[config.mk]
export PLATFORM = sky130hd
export DESIGN_NAME = scan_controller
export DESIGN_NICKNAME = d
export VERILOG_FILES = /design/src/rtl/scan_controller_pkg.sv /design/src/rtl/scan_controller_scan_counter.sv /design/src/rtl/scan_controller.sv
export SDC_FILE = /design/constraint.sdc
export NUM_CORES = 1
export LEC_CHECK = 0
export ABC_AREA = 1
export CORE_UTILIZATION = 26
export DETAILED_ROUTE_END_ITERATION = 12
export HOLD_SLACK_MARGIN = 0.02
export SLEW_MARGIN = 20
export SYNTH_ARGS = -nofsm -noshare
export SYNTH_HDL_FRONTEND = slang
export SYNTH_SLANG_ARGS = --single-unit
[constraint.sdc]
create_clock -name aclk -period 9.79 [get_ports aclk]
set_input_delay 1.4685 -clock aclk [delete_from_list [all_inputs] [get_ports aclk]]
set_output_delay 1.4685 -clock aclk [all_outputs]
set_load 0.005 [all_outputs]
[src/rtl/scan_controller_pkg.sv]
// Shared types and widths for the raster scan controller: FSM states,
// default geometry, configuration field widths and the thickness clamp.
package scan_controller_pkg;

    localparam int X_SIZE_DEF = 640;
    localparam int Y_SIZE_DEF = 480;

    localparam int RADIUS_W = 10;
    localparam int THICK_W  = 6;
    localparam int XC_W     = 10;
    localparam int YC_W     = 9;
    localparam int PIX_X_W  = 10;
    localparam int PIX_Y_W  = 9;

    typedef enum logic [1:0] {
        ST_IDLE = 2'd0,
        ST_LOAD = 2'd1,
        ST_SCAN = 2'd2
    } scan_state_t;

    // A ring can never be thicker than its radius; cap it, saturating to the field max.
    function automatic logic [THICK_W-1:0] clamp_thickness(
        input logic [RADIUS_W-1:0] radius,
        input logic [THICK_W-1:0]  thick
    );
        logic [THICK_W-1:0] result;
        result = thick;
        if ({{(RADIUS_W-THICK_W){1'b0}}, thick} > radius) begin
            if (|radius[RADIUS_W-1:THICK_W])
                result = '1;
            else
                result = radius[THICK_W-1:0];
        end
        return result;
    endfunction

endpackage

[src/rtl/scan_controller_scan_counter.sv]
// Raster x/y position counter: advances on enable, wraps at line and frame
// ends, and flags the last pixel of a line and of a frame.
module scan_counter
    import scan_controller_pkg::*;
#(
    parameter int X_SIZE = X_SIZE_DEF,
    parameter int Y_SIZE = Y_SIZE_DEF
) (
    input  logic               aclk,
    input  logic               areset,
    input  logic               i_clear,
    input  logic               i_adv,
    output logic [PIX_X_W-1:0] o_x,
    output logic [PIX_Y_W-1:0] o_y,
    output logic               o_x_last,
    output logic               o_frame_last
);

    logic [PIX_X_W-1:0] r_x;
    logic [PIX_Y_W-1:0] r_y;
    logic               w_x_last;
    logic               w_y_last;

    assign w_x_last = (r_x == PIX_X_W'(X_SIZE - 1));
    assign w_y_last = (r_y == PIX_Y_W'(Y_SIZE - 1));

    always_ff @(posedge aclk or posedge areset) begin
        if (areset) begin
            r_x <= '0;
            r_y <= '0;
        end else if (i_clear) begin
            r_x <= '0;
            r_y <= '0;
        end else if (i_adv) begin
            if (w_x_last) begin
                r_x <= '0;
                r_y <= w_y_last ? '0 : r_y + PIX_Y_W'(1);
            end else begin
                r_x <= r_x + PIX_X_W'(1);
            end
        end
    end

    assign o_x          = r_x;
    assign o_y          = r_y;
    assign o_x_last     = w_x_last;
    assign o_frame_last = w_x_last & w_y_last;

endmodule

[src/rtl/scan_controller.sv]
// Raster scan sequencer: emits frame coordinates over a valid/ready handshake
// and latches shadowed shape configuration once per frame.
//
//   state | meaning
//   IDLE  | waiting for start, no pixels presented
//   LOAD  | one cycle: shadow -> act_*, counter cleared
//   SCAN  | presenting coordinates, advancing on handshake
module scan_controller
    import scan_controller_pkg::*;
#(
    parameter int X_SIZE = X_SIZE_DEF,
    parameter int Y_SIZE = Y_SIZE_DEF,
    parameter int FCNT_W = 16
) (
    input  logic                aclk,
    input  logic                areset,
    input  logic                start,
    input  logic                stop,
    input  logic                continuous,
    input  logic                cfg_wr,
    input  logic [RADIUS_W-1:0] cfg_radius,
    input  logic [THICK_W-1:0]  cfg_thickness,
    input  logic [XC_W-1:0]     cfg_x_center,
    input  logic [YC_W-1:0]     cfg_y_center,
    output logic [RADIUS_W-1:0] act_radius,
    output logic [THICK_W-1:0]  act_thickness,
    output logic [XC_W-1:0]     act_x_center,
    output logic [YC_W-1:0]     act_y_center,
    output logic [PIX_X_W-1:0]  pix_x,
    output logic [PIX_Y_W-1:0]  pix_y,
    output logic                pix_valid,
    input  logic                pix_ready,
    output logic                pix_sof,
    output logic                pix_eol,
    output logic                busy,
    output logic                frame_done,
    output logic [FCNT_W-1:0]   frame_count
);

    scan_state_t         r_state;
    scan_state_t         w_state_nxt;
    logic                r_stop_pending;
    logic                w_stop_pending_nxt;
    logic                r_frame_done;
    logic [FCNT_W-1:0]   r_frame_count;

    logic [RADIUS_W-1:0] r_sh_radius;
    logic [THICK_W-1:0]  r_sh_thickness;
    logic [XC_W-1:0]     r_sh_x_center;
    logic [YC_W-1:0]     r_sh_y_center;
    logic [RADIUS_W-1:0] r_act_radius;
    logic [THICK_W-1:0]  r_act_thickness;
    logic [XC_W-1:0]     r_act_x_center;
    logic [YC_W-1:0]     r_act_y_center;

    logic                w_valid;
    logic                w_accept;
    logic                w_last_accept;
    logic                w_load;
    logic                w_x_last;
    logic                w_frame_last;
    logic [PIX_X_W-1:0]  w_x;
    logic [PIX_Y_W-1:0]  w_y;

    assign w_valid       = (r_state == ST_SCAN);
    assign w_load        = (r_state == ST_LOAD);
    assign w_accept      = w_valid & pix_ready;
    assign w_last_accept = w_accept & w_frame_last;

    scan_counter #(
        .X_SIZE (X_SIZE),
        .Y_SIZE (Y_SIZE)
    ) u_scan_counter (
        .aclk         (aclk),
        .areset       (areset),
        .i_clear      (w_load),
        .i_adv        (w_accept),
        .o_x          (w_x),
        .o_y          (w_y),
        .o_x_last     (w_x_last),
        .o_frame_last (w_frame_last)
    );

    always_comb begin
        w_state_nxt        = r_state;
        w_stop_pending_nxt = r_stop_pending;
        case (r_state)
            ST_IDLE: begin
                // A stop arriving with start still lets exactly one frame run.
                if (start) begin
                    w_state_nxt        = ST_LOAD;
                    w_stop_pending_nxt = stop;
                end else begin
                    w_stop_pending_nxt = 1'b0;
                end
            end
            ST_LOAD: begin
                w_state_nxt = ST_SCAN;
                if (stop)
                    w_stop_pending_nxt = 1'b1;
            end
            ST_SCAN: begin
                if (stop)
                    w_stop_pending_nxt = 1'b1;
                if (w_last_accept) begin
                    if (continuous && !(r_stop_pending || stop)) begin
                        w_state_nxt = ST_LOAD;
                    end else begin
                        w_state_nxt        = ST_IDLE;
                        w_stop_pending_nxt = 1'b0;
                    end
                end
            end
            default: begin
                w_state_nxt        = ST_IDLE;
                w_stop_pending_nxt = 1'b0;
            end
        endcase
    end

    always_ff @(posedge aclk or posedge areset) begin
        if (areset) begin
            r_state        <= ST_IDLE;
            r_stop_pending <= 1'b0;
            r_frame_done   <= 1'b0;
            r_frame_count  <= '0;
        end else begin
            r_state        <= w_state_nxt;
            r_stop_pending <= w_stop_pending_nxt;
            r_frame_done   <= w_last_accept;
            if (w_last_accept)
                r_frame_count <= r_frame_count + FCNT_W'(1);
        end
    end

    always_ff @(posedge aclk or posedge areset) begin
        if (areset) begin
            r_sh_radius    <= '0;
            r_sh_thickness <= '0;
            r_sh_x_center  <= '0;
            r_sh_y_center  <= '0;
        end else if (cfg_wr) begin
            r_sh_radius    <= cfg_radius;
            r_sh_thickness <= clamp_thickness(cfg_radius, cfg_thickness);
            r_sh_x_center  <= cfg_x_center;
            r_sh_y_center  <= cfg_y_center;
        end
    end

    // A write landing in the LOAD cycle itself is picked up one frame later.
    always_ff @(posedge aclk or posedge areset) begin
        if (areset) begin
            r_act_radius    <= '0;
            r_act_thickness <= '0;
            r_act_x_center  <= '0;
            r_act_y_center  <= '0;
        end else if (w_load) begin
            r_act_radius    <= r_sh_radius;
            r_act_thickness <= r_sh_thickness;
            r_act_x_center  <= r_sh_x_center;
            r_act_y_center  <= r_sh_y_center;
        end
    end

    assign act_radius    = r_act_radius;
    assign act_thickness = r_act_thickness;
    assign act_x_center  = r_act_x_center;
    assign act_y_center  = r_act_y_center;
    assign pix_x         = w_x;
    assign pix_y         = w_y;
    assign pix_valid     = w_valid;
    assign pix_sof       = w_valid & (w_x == '0) & (w_y == '0);
    assign pix_eol       = w_valid & w_x_last;
    assign busy          = (r_state != ST_IDLE);
    assign frame_done    = r_frame_done;
    assign frame_count   = r_frame_count;

endmodule

### Word-level counts from Yosys, hierarchy flattened

Index checks and enable logic that the tools add are counted.
W data, S select, Z words.

| word-level totals | value |
|---|---|
| register bits | 109 |
| output and inout port bits | 75 |
| word-level logic and storage cells | 60 |

| cells by class | value |
|---|---|
| add/subtract/negate cells | 3 |
| order comparisons | 1 |
| eq/ne operators | 6 |
| mux-type cells | 18 |
| bitwise operators | 6 |
| reduce and logical (&&, ||, !) cells | 12 |

Operators by type and width:

| kind | number |
|---|---|
| $mux W9 | 4 |
| $mux W10 | 3 |
| $add A16 B1 Y16 const B | 1 |
| $mux W6 | 2 |
| $add A10 B1 Y10 const B | 1 |
| $eq A10 B10 Y1 const B | 1 |
| $gt A6 B10 Y1 | 1 |
| $logic_not A10 Y1 | 1 |
| $add A9 B1 Y9 const B | 1 |
| $eq A9 B9 Y1 const B | 1 |
| $logic_not A9 Y1 | 1 |
| $and A1 B1 Y1 | 6 |
| $pmux W2 S3 | 1 |
| $reduce_bool A2 Y1 | 3 |
| $mux W1 | 5 |
| $mux W2 | 2 |
| $reduce_and A2 Y1 | 2 |
| $reduce_or A4 Y1 | 1 |
| $pmux W1 S3 | 1 |
| $eq A2 B1 Y1 const B | 1 |
| $eq A2 B2 Y1 const B | 1 |
| $logic_not A2 Y1 | 1 |
| $ne A2 B1 Y1 const B | 1 |
| $ne A2 B2 Y1 const B | 1 |
| other kinds (3) | 3 |

### Longest topological paths before layout

Gate-level depths: netlist (run 1).

| logic depth | value |
|---|---|
| word-level depth | 6 |
| mapped depth | 11 |
| mapped depth without buffers | 11 |

### Hierarchy

Synthesis (run 1) repeated with hierarchy kept, for this count alone.

| unflattened totals | value |
|---|---|
| cells, all modules | 629 |
| area, all modules | 5162.5 sq um |

By module, submodules not included:

| module | instances | cells each | area an instance (sq um) |
|---|---|---|---|
| scan_controller | 1 | 467 | 3967.6 |
| scan_counter | 1 | 162 | 1194.9 |

### Worst setup path before layout (run 1)

No wires, ideal clock.

| timing | value |
|---|---|
| kind | input to register |
| from | input port cfg_radius[5] |
| to | register r_sh_thickness[0] |
| arrival time | 2616 ps |
| data required time | 9725 ps |
| path slack | 7109 ps |
| stages on the path | 9 |
| buffers on the path | 0 |
| path through | inv_1 ha_1 nand2_1 nor2_1 a21oi_1 nand2_1 nand2_1 nand3_1 nand2_1 |

| between the ends | value |
|---|---|
| longest elaborated chain between the ends | 2 |

RTL lines:

| what | RTL line | source |
|---|---|---|
| start, declared | scan_controller.sv:21 | `input logic [RADIUS_W-1:0] cfg_radius,` |
| $gt A6 B10 Y1 | scan_controller_pkg.sv:28 | `if ({{(RADIUS_W-THICK_W){1'b0}}, thick} > radius) begin` |
| $mux W6 | scan_controller_pkg.sv:28 |  |
| end signal, assigned | scan_controller.sv:144 | `r_sh_thickness <= clamp_thickness(cfg_radius, cfg_thickness);` |
| end, declared | scan_controller.sv:48 | `logic [THICK_W-1:0] r_sh_thickness;` |

No other way between the ends.
A chain may end at the register's enable or synchronous reset.

### Worst setup path in the final report (run 1)

| timing | value |
|---|---|
| from | register u_scan_counter.r_y[0] (netlist: u_scan_counter.o_y[0]) |
| to | output port pix_sof |

| between the ends | value |
|---|---|
| longest elaborated chain between the ends | 2 |

RTL lines:

| what | RTL line | source |
|---|---|---|
| start, declared | scan_controller_scan_counter.sv:20 | `logic [PIX_Y_W-1:0] r_y;` |
| start signal, assigned | scan_controller_scan_counter.sv:37 | `r_y <= w_y_last ? '0 : r_y + PIX_Y_W'(1);` |
| $logic_not A9 Y1 | scan_controller.sv:172 | `assign pix_sof = w_valid & (w_x == '0) & (w_y == '0);` |
| $and A1 B1 Y1 | scan_controller.sv:172 |  |
| end, declared | scan_controller.sv:33 | `output logic pix_sof,` |

No other way between the ends.

==> impl_results.md, run 1 <==
* PD cells at 138 nW/um2
* Int Power at 0.705 mW
* Area share of the largest cell type after synthesis at slightly above 50%
* Setup violations, final at 0
* Mux contribution to synthesized area at 0%
* R2r setup slk at 7620 ps
* Skew final at between 8 and 9 ps
* Sink Count at 109
* GRT Total Usage at 13.1%
* Sw Ratio at about a quarter
* Post-route ant nets at 0
* Hold wc startpoint: r_sh_thickness[2]
* Synth Flop Type: dfrtp_1
* Max Freq at 0.279 GHz
* Worst IR Drop VDD at between 80 and 90 uV
* Synth Warn # at 0
* CTS buffer count at 9
* Die height at 144 um
* RR Startpoint: u_scan_counter.o_x[0]
* Initial antenna violation count at 0
* Detail Route met3 WL at 874 um
* Placed cells at approximately 1,000
* Clock Power Share at a little under two fifths
* Non-Filler Cell Area, Final at 6940 um2
* GRT overflow at 0
* Setup slack after layout at 6200 ps
* Worst Reg-to-Reg Cells at 9
* I/O Buffers at about 120
* Hold-fix buffers, CTS at 0
* Max clock buf depth at 2
* First-pass GRT wire length at 21,200 um
* WL per Instance at 12.6 um
* Asr flop ratio synth at 100%
* Crit share post-route at 36.7%
* Worst-path clk slew at about 70 ps
* Vias per inst at about 4.3
* Seq/Total Area, Yosys at 52.0%
* Status: finished clean
* Maximum fanout along the worst path at 5
* Worst flop-to-flop path endpoint: frame_count[8]
* Clock Root Buffer: clkbuf_16
* Layout cells sized above 1 at between 5 and 6%
* Flop pwr share at 51.6%
* Mapped Area at 5250 um2
* Final Max Slew Viols at 0
* Filler instances at 2,101
* Initial core utilization at 26.7%
* Commonest cells post-synth: nand2_1 (197), dfrtp_1 (109), inv_1 (89), o21ai_0 (74), nand3_1 (39)
* Compound-Gate Fraction of Synth Area at 8.42%
* GPL Wtd Cong at 0.845
* Setup bufs post-CTS at 0
* Number of global-route vias before repair at 4,213
* Yosys cell types at 33
* Final non-filler cell total at 1,021
* Worst-Margin Slew at ~1000 ps
* Average cell area after synthesis at 8.19 um2
* Top layer in use: met4
* Leakage at 3.24 nW
* DIE AREA at 20,800 um2
* Yosys top cell by area: dfrtp_1
* Placed Area at 6650 um2
* RSZ-0062 raised after global routing: no
* Top post-synthesis cells by area: dfrtp_1 (52%), nand2_1 (14%), o21ai_0 (7.1%)
* Rows at 51
* Core area at 19,700 um2
* N_diodes at 0
* TritonCTS clock tree: yes
* Setup TNS Final at 0 ps
* Worst hold stages at 2
* Crit path capture type: output pin
* Die width at 144 um
* Fraction of the mapped netlist area in adder cells at 2.62%
* Vias after detailed routing at about 4,300
* CP startpoint kind: flip-flop
* Worst hold path class: reg2reg
* DRT iter0 DRCs at 181
* Post-Synth XOR/XNOR Area at 1.65%
* DRT met1 WL at 6050 um
* Max-slew headroom at 31.9%
* WL met2 at approximately 5800 um
* Worst Hold Path EP: act_thickness[2]
* Most frequent cell after synthesis: nand2_1
* Final net count at 804
* Switch Pwr at 0.250 mW
* Area Growth Syn to Fin at 32.2%
* DRC at 0
* Max Cap Viol at 0
* Largest family of logic cells by synthesized area: simple AND/OR/NAND/NOR gates
* Largest net degree at the start of global routing at 78
* Fin crit period at 3590 ps
* #FFs+latches synth at approximately 110
* Total Routed Length at 12,800 um
* DP Wirelength at 9020 um
* Gate power share at 10.7%
* Req. time, crit path at 8320 ps
* Boundary pin count at 117
* Simple-gate share of the synthesized area at 26.8%
* Place WS at 6370 ps
* Syn Nets at 694
* Clk Latency, worst-skew pair at 350 ps
* Crit path kind: reg2out
* EDFF count, synth at 0
* Instance count of the mapped netlist at 641
* Final hold violations at 0
* WHS at 480 ps
* Resized cells post-CTS at 0
* 1st-pass router iterations at 4
* CTS H-Tree Depth at 3
* Arrival time at the worst endpoint at 2120 ps
cell type report:
| type | count | area, um2 | share of cell area (%) |
|---|---|---|---|
| Multi-Input combinational cell | 422 | 2080 | 29.9 |
| Clock inverter | 5 | 43.8 | 0.631 |
| Inverter | 91 | 344 | 4.96 |
| Tap cell | 265 | 332 | 4.78 |
| Timing Repair Buffer | 118 | 1170 | 16.9 |
| Sequential cell | 109 | 2730 | 39.3 |
| Clock buffer | 11 | 243 | 3.50 |
critical path: stages (launching register included):
cell and delay, ps:
dfrtp_1 410, inv_1 140, ha_1 160, nand2_1 50
nor3_1 240, nand3_1 140, nor2_1 120, clkdlybuf4s50_1 510
cells by family (layout without fill, tap and decap cells):
| logic type | Yosys count | after routing |
|---|---|---|
| xor gates and xnor gates | 9 | 9 |
| adders and majority gates | 11 | 11 |
| DFF | 109 | 109 |
| AOI/OAI and AO/OA | 86 | 86 |
| buffers and inverters | 110 | 225 |
| and+or+nand+nor | 316 | 316 |
worst max-delay path by stage:
stage / endpoint / slack, ps / startpoint
global route: pix_eol / 6010 / u_scan_counter.o_x[0]
detailed placement: r_sh_thickness[1] / 6370 / cfg_radius[5]
floorplan: act_radius[0] / 5450 / areset
CTS: pix_sof / 6170 / u_scan_counter.o_y[0]
finish: pix_sof / 6200 / u_scan_counter.o_y[0]
global placement: r_sh_thickness[5] / 6390 / cfg_radius[5]
placed cells by master (no fill, tap or decap), drive strengths merged, types with 2 or more instances in the layout:
| cell type | synthesis | routed |
|---|---|---|
| nand3 | 42 | 42 |
| inv | 90 | 92 |
| nand4 | 13 | 13 |
| xor2 | 7 | 7 |
| ha | 11 | 11 |
| xnor2 | 2 | 2 |
| nor4 | 2 | 2 |
| nor3 | 10 | 10 |
| clkinv | 1 | 3 |
| nor2 | 47 | 47 |
| clkdlybuf4s50 | 0 | 115 |
| clkbuf | 9 | 11 |
| dfrtp | 109 | 109 |
| nand2 | 201 | 201 |
| a21oi | 10 | 10 |
| o21ai | 75 | 75 |
| buf | 10 | 3 |
state kept, by name (all words and copies together) (netlist names):
signal,flops
act_thickness,6
frame_done,1
r_sh_thickness,6
act_x_center,10
r_sh_x_center,10
r_sh_radius,10
u_scan_counter.o_x,10
act_y_center,9
frame_count,16
u_scan_counter.o_y,9
act_radius,10
r_stop_pending,1
r_state,2
r_sh_y_center,9
power by group through the flow:
stage | sequential, mW | combinational [mW] | clock [mW]
detailed placement | 0.501 | 0.104 | 0
global placement | 0.501 | 0.102 | 0
global route | 0.495 | 0.119 | 0.396
CTS | 0.492 | 0.104 | 0.381
floorplan | 0.497 | 0.0545 | 0
finish | 0.492 | 0.103 | 0.360
routing by layer:
layer | track usage (%) | vias to the layer above
li1 | - | 2238
met1 | 16.8 | 1984
met2 | 21.2 | 108
met3 | 4.21 | 13
met4 | 3.53 | 0
met5 | 0 | -
metrics by stage:
step,utilization [%],total power [mW]
3_5_place_dp,33.8,0.605
6_report,35.3,0.955
2_1_floorplan,-,0.552
5_1_grt,35.3,1.01
3_3_place_gp,33.8,0.603
4_1_cts,35.3,0.977
(Power assumes the default switching activity.)
==> run 2, diff against run 1 <==
==> constraint.sdc (replaced) <==
create_clock -name aclk -period 2.95 [get_ports aclk]
set_input_delay 0.4425 -clock aclk [delete_from_list [all_inputs] [get_ports aclk]]
set_output_delay 0.4425 -clock aclk [all_outputs]
set_load 0.005 [all_outputs]
==> run 2 against run 1 <==
Effect of this change: flip-flop and latch count unchanged; via count increased by 1.2%; highest routed layer unchanged; critical path depth unchanged; critical path type unchanged; design area increased by 1.8%; total power increased to 3.5 times the previous value; worst setup slack got worse by 5800 ps; sequential share of layout area decreased by 0.70 points; non-clock buffer count increased by 4; register-to-register slack got worse by 6800 ps; sequential power increased to 3.3 times the previous value.
==> impl_results.md, run 2 (same netlist as run 1, synthesis figures left out) <==
* Total Routed Length at between 10,000 and 15,000 um
* Worst flop-to-flop path endpoint: frame_count[8]
* Non-Filler Cell Area, Final at 7060 um2
* I/O Buffers at 116
* Logic depth of the worst path, buffers included at 7
* Vias per inst at 4.29
* Boundary pin count at ~120
* Post-route ant nets at 0
* Place WS at 521 ps
* DRC at 0
* Largest net degree at the start of global routing at 62
* Worst IR Drop VDD at roughly 300 uV
* Worst hold path class: reg2reg
* Sink Count at 109
* 1st-pass router iterations at 4
* GRT Total Usage at 13.4%
* DRT iter0 DRCs at roughly 170
* WL per Instance at 12.6 um
* Max Freq at a little under 0.4 GHz
* Maximum fanout along the worst path at 5
* CTS buffer count at 9
* GPL Wtd Cong at about 0.83
* N_diodes at 0
* Final hold violations at 0
* Final net count at 808
* Critical Path Max Stage Delay at 520 ps
* TritonCTS clock tree: yes
* Fin crit period at 2570 ps
* Commonest non-fill, non-tap cell in the layout: nand2_1
* RR Startpoint: u_scan_counter.o_x[0]
* CTS H-Tree Depth at 3
* Placed cells at 1,009
* Max clock buf depth at 2
* CP startpoint kind: flip-flop
* Number of global-route vias before repair at 4,321
* Final Max Slew Viols at 0
* Crit path capture type: output pin
* Final Util at 35.9%
* Total Power at between 3 and 4 mW
* Worst Reg-to-Reg Cells at 9
* Clk Latency, worst-skew pair at 360 ps
* Setup TNS Final at 0 ps
* Skew final at 9.74 ps
* Leakage at 3.30 nW
* Crit path kind: reg2out
* GRT overflow at 0
* R2r setup slk at roughly 790 ps
* RSZ-0062 raised after global routing: no
* Die height at 144 um
* Setup slack after layout at 383 ps
* Rows at between 50 and 60
* PD cells at about 480 nW/um2
* Area Growth Syn to Fin at 34.6%
* Setup violations, final at 0
* Max FFs per register at 16
* Status: finished clean
* Setup bufs post-CTS at 0
* Crit path to: pix_sof
* Req. time, crit path at around 2500 ps
* Placed Area at 6720 um2
* Worst-path clk slew at 80 ps
* Crit share post-route at 87.0%
* Initial antenna violation count at 0
* Arrival time at the worst endpoint at 2120 ps
* Resized cells post-CTS at 0
* Worst-Margin Slew at 813 ps
* WHS at 479 ps
* First-pass GRT wire length at between 20,000 and 25,000 um
* Vias after detailed routing at 4,394
* DIE AREA at 20,800 um2
* CP Buf/Inv Count at 2
* Die width at 144 um
* Clock Root Buffer: clkbuf_16
* Core area at 19,700 um2
* Max Cap Viol at 0
* Hold-fix buffers, CTS at 0
* Final non-filler cell total at between 1,000 and 1,500
* Initial core utilization at 26.7%
* Commonest non-fill, non-tap cells in the layout: nand2_1 (196), clkdlybuf4s50_1 (115), dfrtp_1 (109), inv_1 (88), o21ai_0 (74)
* Family with the most delay on the worst path: buffers and inverters
* Slowest stage cell, crit path: clkdlybuf4s50_1
* Worst Setup SP: u_scan_counter.o_y[0]
* Cell chain of the critical path: inv_1, ha_1, nand2_1, nor3_1, nand3_1, nor2_1, clkdlybuf4s50_1
* Layout cells sized above 1 at 6.32%
* DP Wirelength at between 9000 and 10,000 um
* Max-slew headroom at 45.8%
-- run 2: cell type report --
class | instances | area, um2
Inverter | 91 | 345
Multi-Input combinational cell | 422 | 2080
Tap cell | 265 | 332
Sequential cell | 109 | 2730
Clock inverter | 7 | 119
Clock buffer | 9 | 225
Fill cell | 2095 | 12600
Timing Repair Buffer | 122 | 1240
-- run 2: worst min-delay path by stage --
stage / start / to / slack, ps / depth (start not counted)
floorplan: r_sh_thickness[0] / act_thickness[0] / 440 / 2
global placement: r_sh_thickness[2] / act_thickness[2] / 450 / 2
detailed placement: r_sh_thickness[4] / act_thickness[4] / 470 / 2
CTS: r_sh_thickness[4] / act_thickness[4] / 480 / 2
global route: act_radius[7] / act_radius[7] / 500 / 2
finish: r_sh_thickness[4] / act_thickness[4] / 480 / 2
-- run 2: power breakdown --
part / leakage [nW] / total [mW] / switching [mW] / internal (mW)
Clock: 0.166 / 1.38 / 0.610 / 0.767
Sequential: 1.41 / 1.63 / 0.0689 / 1.57
Combinational: 1.72 / 0.352 / 0.180 / 0.172
Total: 3.30 / 3.36 / 0.858 / 2.51
-- run 2: worst register-to-register path: cells and delay by family, from the launching register on --
family	cells	cell delay, ps
flops	1	470
simple gates	5	730
fa+ha+maj	1	270
compound gates	1	80
buf+inv	2	490
-- run 2: routing by layer --
| metal | track usage [%] | vias to the layer above | share of wire, % |
|---|---|---|---|
| li1 | - | 2249 | - |
| met4 | 4.09 | 0 | 1.1 |
| met3 | 4.27 | 12 | 7.2 |
| met2 | 21.3 | 116 | 46 |
| met1 | 17.4 | 2017 | 46 |
| met5 | 0 | - | 0 |
==> RTL edit 1: new RTL, flow settings as in run 1 <==
Change the parameter `FCNT_W` from 16 to 32.
--- a/src/rtl/scan_controller.sv
+++ b/src/rtl/scan_controller.sv
@@ -10,7 +10,7 @@
 #(
     parameter int X_SIZE = X_SIZE_DEF,
     parameter int Y_SIZE = Y_SIZE_DEF,
-    parameter int FCNT_W = 16
+    parameter int FCNT_W = 32
 ) (
     input  logic                aclk,
     input  logic                areset,
Ports: changed (resized frame_count); port bits go from 117 to 133. The function was not compared with the original's and may differ.
==> RTL edit 1 against run 1 <==
  * Clock power is 74% higher
  * Global-route usage is 0.76 points higher
  * Synthesized area is 20% higher
  * Die area is 20% higher
  * Highest routed layer unchanged
  * Routed wire length is 27% higher
  * Sequential cell count is 16 higher
  * Design area is 23% higher
  * Clock skew hardly changed
  * Setup slack better by 20 ps
  * Combinational power is 6% higher
  * Power is 35% higher
  * Sequential power is 13% higher
==> RTL edit 1: results <==
set metrics [dict create \
    status "finished clean" \
    area_share_clock_buf_inv_pct 6.90 \
    slowest_delay_ps 530 \
    drt-wirelength-per-cell_um 12.7 \
    dp_worst_setup_slack_ps 6310 \
    global_route_wire_length_before_repair_um 26900 \
    signal_buffer_area_fraction_pct 15.6 \
    share_clk_of_total_power_pct 48.4 \
    power_switching_share_pct 25.9 \
    drt-vias-per-instance 4.28 \
    final.period_utilization_pct 36.5 \
    place.gp.congestion 0.891 \
    synth.distinct_cells 36 \
    largest_delay_contributor_family_on_the_critical_path "simple AND/OR/NAND/NOR gates" \
    met3RoutedLength_um 1140 \
    worst_flop_to_flop_path_startpoint "r_state[0]" \
    io_buffer_count 132 \
    globalRouteMet1Util_pct 17.1 \
    rrSetupSlack_ps 7780 \
    grt_pass1_vias 5271 \
    number_of_flip_flops_under_the_largest_register_name 32 \
    yosys-top-cells-area "sky130_fd_sc_hd__dfrtp_1 50%, sky130_fd_sc_hd__nand2_1 17%, sky130_fd_sc_hd__inv_1 5.8%" \
    p_leak_uw 0.00406 \
    startpoint "u_scan_counter.o_x[6]" \
    worst-endpoint-arrival_ps 2100 \
    routedLengthMet1_um 7510 \
    synth_commonest_cells "293 x sky130_fd_sc_hd__nand2_1, 125 x sky130_fd_sc_hd__dfrtp_1, 98 x sky130_fd_sc_hd__inv_1, 68 x sky130_fd_sc_hd__nor2_1, 66 x sky130_fd_sc_hd__o21ai_0" \
    holdWs_ps 467 \
    detailed_place.area_um2 7920 \
    crit_cells 5 \
    tritoncts.num_buffers 17 \
    dr.pass1.iters 5 \
    first_iter_violations 299 \
    detailroute.wirelength.met2_um 7400 \
    hpwl_dp_um 11700 \
    post-layout-total-power_uw 1290 \
    r2r-end "u_scan_counter.o_x[7]" \
    grt_util_met2_pct 22.6 \
    final.setup_skew_ps 7.90 \
    ff_latch_area_um2 3130 \
    synth.yosys.seq_area_share_pct 49.6 \
    syn_inst 815 \
    multiInputGateArea_um2 2670 \
    pwr.group.combinational_uw 109 \
    clk_sinks 125 \
    multiInputCombCellCount 566 \
]
-- RTL edit 1: changes by cell type after synthesis, moves of 4 or more --
cell | run 1 | this run
sky130_fd_sc_hd__nand2_1 | 197 | 293
sky130_fd_sc_hd__nor2_1 | 37 | 68
sky130_fd_sc_hd__dfrtp_1 | 109 | 125
sky130_fd_sc_hd__xor2_1 | 6 | 18
sky130_fd_sc_hd__nand3b_1 | 1 | 11
sky130_fd_sc_hd__inv_1 | 89 | 98
sky130_fd_sc_hd__o21ai_0 | 74 | 66
sky130_fd_sc_hd__a21oi_1 | 10 | 14
sky130_fd_sc_hd__nand2_2 | 3 | 7
-- RTL edit 1: cell families after synthesis --
family	count (synthesis)	synth area share (%)
simple gates	450	30.5
flops	125	49.6
buf+inv	124	8.11
compound gates	86	6.92
xor+xnor	19	2.64
fa+ha+maj	11	2.18
==> RTL edit 2: new RTL, flow settings as in run 1 <==
Without the edit above. Re-encode `scan_state_t` (3 states) as one-hot, 3 bits wide.
--- a/src/rtl/scan_controller_pkg.sv
+++ b/src/rtl/scan_controller_pkg.sv
@@ -12,10 +12,10 @@
     localparam int PIX_X_W  = 10;
     localparam int PIX_Y_W  = 9;
 
-    typedef enum logic [1:0] {
-        ST_IDLE = 2'd0,
-        ST_LOAD = 2'd1,
-        ST_SCAN = 2'd2
+    typedef enum logic [2:0] {
+        ST_IDLE = 3'b001,
+        ST_LOAD = 3'b010,
+        ST_SCAN = 3'b100
     } scan_state_t;
 
     // A ring can never be thicker than its radius; cap it, saturating to the field max.
Function: same outputs for any inputs over 10 cycles, from zero or initial values and one cycle with areset high; not proved beyond that.
==> RTL edit 2 against run 1 <==
  * Critical path depth down 1
  * Design area grew 1.3%
  * Synthesized area grew 1.1%
  * Setup slack got worse by 58 ps
  * Non-clock buffer count is 1 higher
  * Sequential cell count rose by 1
  * Routed wire length increased by 1.7%
  * Highest routed layer unchanged
Power is not compared: it rests on default switching activity, and its combinational part moved more than twofold at a synthesized area within 25%.
==> RTL edit 2: results <==
set metrics [dict create \
    status "finished clean" \
    synth_commonest_cells "217 x sky130_fd_sc_hd__nand2_1, 109 x sky130_fd_sc_hd__dfrtp_1, 92 x sky130_fd_sc_hd__inv_1, 76 x sky130_fd_sc_hd__o21ai_0, 51 x sky130_fd_sc_hd__nand3_1" \
    synth_async_sr_flop_share_pct 100 \
    grtUsageTotal_pct 13.4 \
    yosys-top-cells-area "sky130_fd_sc_hd__dfrtp_1 51%, sky130_fd_sc_hd__nand2_1 15%, sky130_fd_sc_hd__o21ai_0 7.2%" \
    synth.distinct_cells 30 \
    crit_path_max_fanout 7 \
    first_iter_violations 283 \
    grt_pass1_vias 4242 \
    slowest_delay_ps 520 \
    synth-main-ff-cell "sky130_fd_sc_hd__dfrtp_1" \
    peakVddDrop_v 0.000127 \
    largest_delay_contributor_family_on_the_critical_path "simple AND/OR/NAND/NOR gates" \
    place.gp.congestion 0.843 \
    hpwl_dp_um 9190 \
    tightestPinTransition_ps 758 \
    global_route_wire_length_before_repair_um 21700 \
    worst-endpoint-arrival_ps 2180 \
    min_path_type "flip-flop to flip-flop" \
    post_route_cells_drive_above_1_share_pct 5.10 \
    routed_wl_um 13000 \
    synthesis.nets 721 \
    dp_worst_setup_slack_ps 6360 \
    design.final.nets 832 \
    synth.yosys.seq_area_share_pct 51.9 \
    final.setup_skew_ps 8.65 \
    fillCellCount 2051 \
    via_count 4494 \
    tritoncts.num_buffers 9 \
]
RTL edit 2: cell count changes after synthesis, moves of 3 or more:
cell,delta
sky130_fd_sc_hd__a21oi_1,-5
sky130_fd_sc_hd__buf_1,+3
sky130_fd_sc_hd__buf_2,-5
sky130_fd_sc_hd__inv_1,+3
sky130_fd_sc_hd__nand2_1,+20
sky130_fd_sc_hd__nand3_1,+12
sky130_fd_sc_hd__nand4_1,-6
sky130_fd_sc_hd__nor2_1,+3
sky130_fd_sc_hd__xor2_1,+4
RTL edit 2: path summary, 6_finish.rpt:
kind	from	end	slack, ps	depth (start not counted)
max	u_scan_counter.o_x[0]	pix_eol	6140	6
max in group asynchronous	areset	act_thickness[3]	7020	3
max reg2reg	r_state[0]	u_scan_counter.o_y[6]	7550	7
min reg2reg	r_sh_thickness[4]	act_thickness[4]	480	2
min in group asynchronous	areset	frame_count[0]	1590	2
min	r_sh_thickness[4]	act_thickness[4]	480	2
RTL edit 2: area by class of cell:
class                   instances  area (µm²)  area share (%)
repair buffers                119        1180            16.8
flip-flops and latches        110        2750            39.2
multi-input cells             444        2100            29.9
inverters                      95         360            5.13
well taps                     265         332            4.72
clock buffers                  10         239            3.40
clock inverters                 6        62.6           0.890
RTL edit 2: logic make-up after synthesis:
logic type / share of synthesized area [%]
fa+ha+maj: 2.59
buf+inv: 8.54
flops: 51.9
xor+xnor: 2.15
compound gates: 8.09
simple gates: 26.7
RTL edit 2: routing by layer:
metal	global-route usage (%)	share of wire [%]	vias to the layer above
li1	-	-	2306
met1	17.8	48	2067
met2	20.1	44	109
met3	4.97	7.6	12
met4	3.82	0.99	0
met5	0	0	-
RTL edit 2: worst min-delay path: cells and delay by family (launching register included):
kind	cells	cell delay, ps
flip-flops	1	350
AND/OR/NAND/NOR	2	110
RTL edit 2: per-stage QoR:
stage / utilization, % / hold slack, ps / instances / area [µm²]
global route: 35.6 / 502 / 1049 / 7030
detailed placement: 34.1 / 456 / 1033 / 6730
CTS: 35.6 / 475 / 1049 / 7030
global placement: 34.1 / 458 / 1033 / 6730
floorplan: - / 442 / 668 / 5300
finish: 35.6 / 476 / 1049 / 7030
RTL edit 2: power breakdown:
part / total (µW) / internal [µW] / switching [µW]
combinational: 378 / 191 / 187
sequential: 594 / 544 / 49.6
clock: 374 / 187 / 187
total: 1350 / 921 / 424
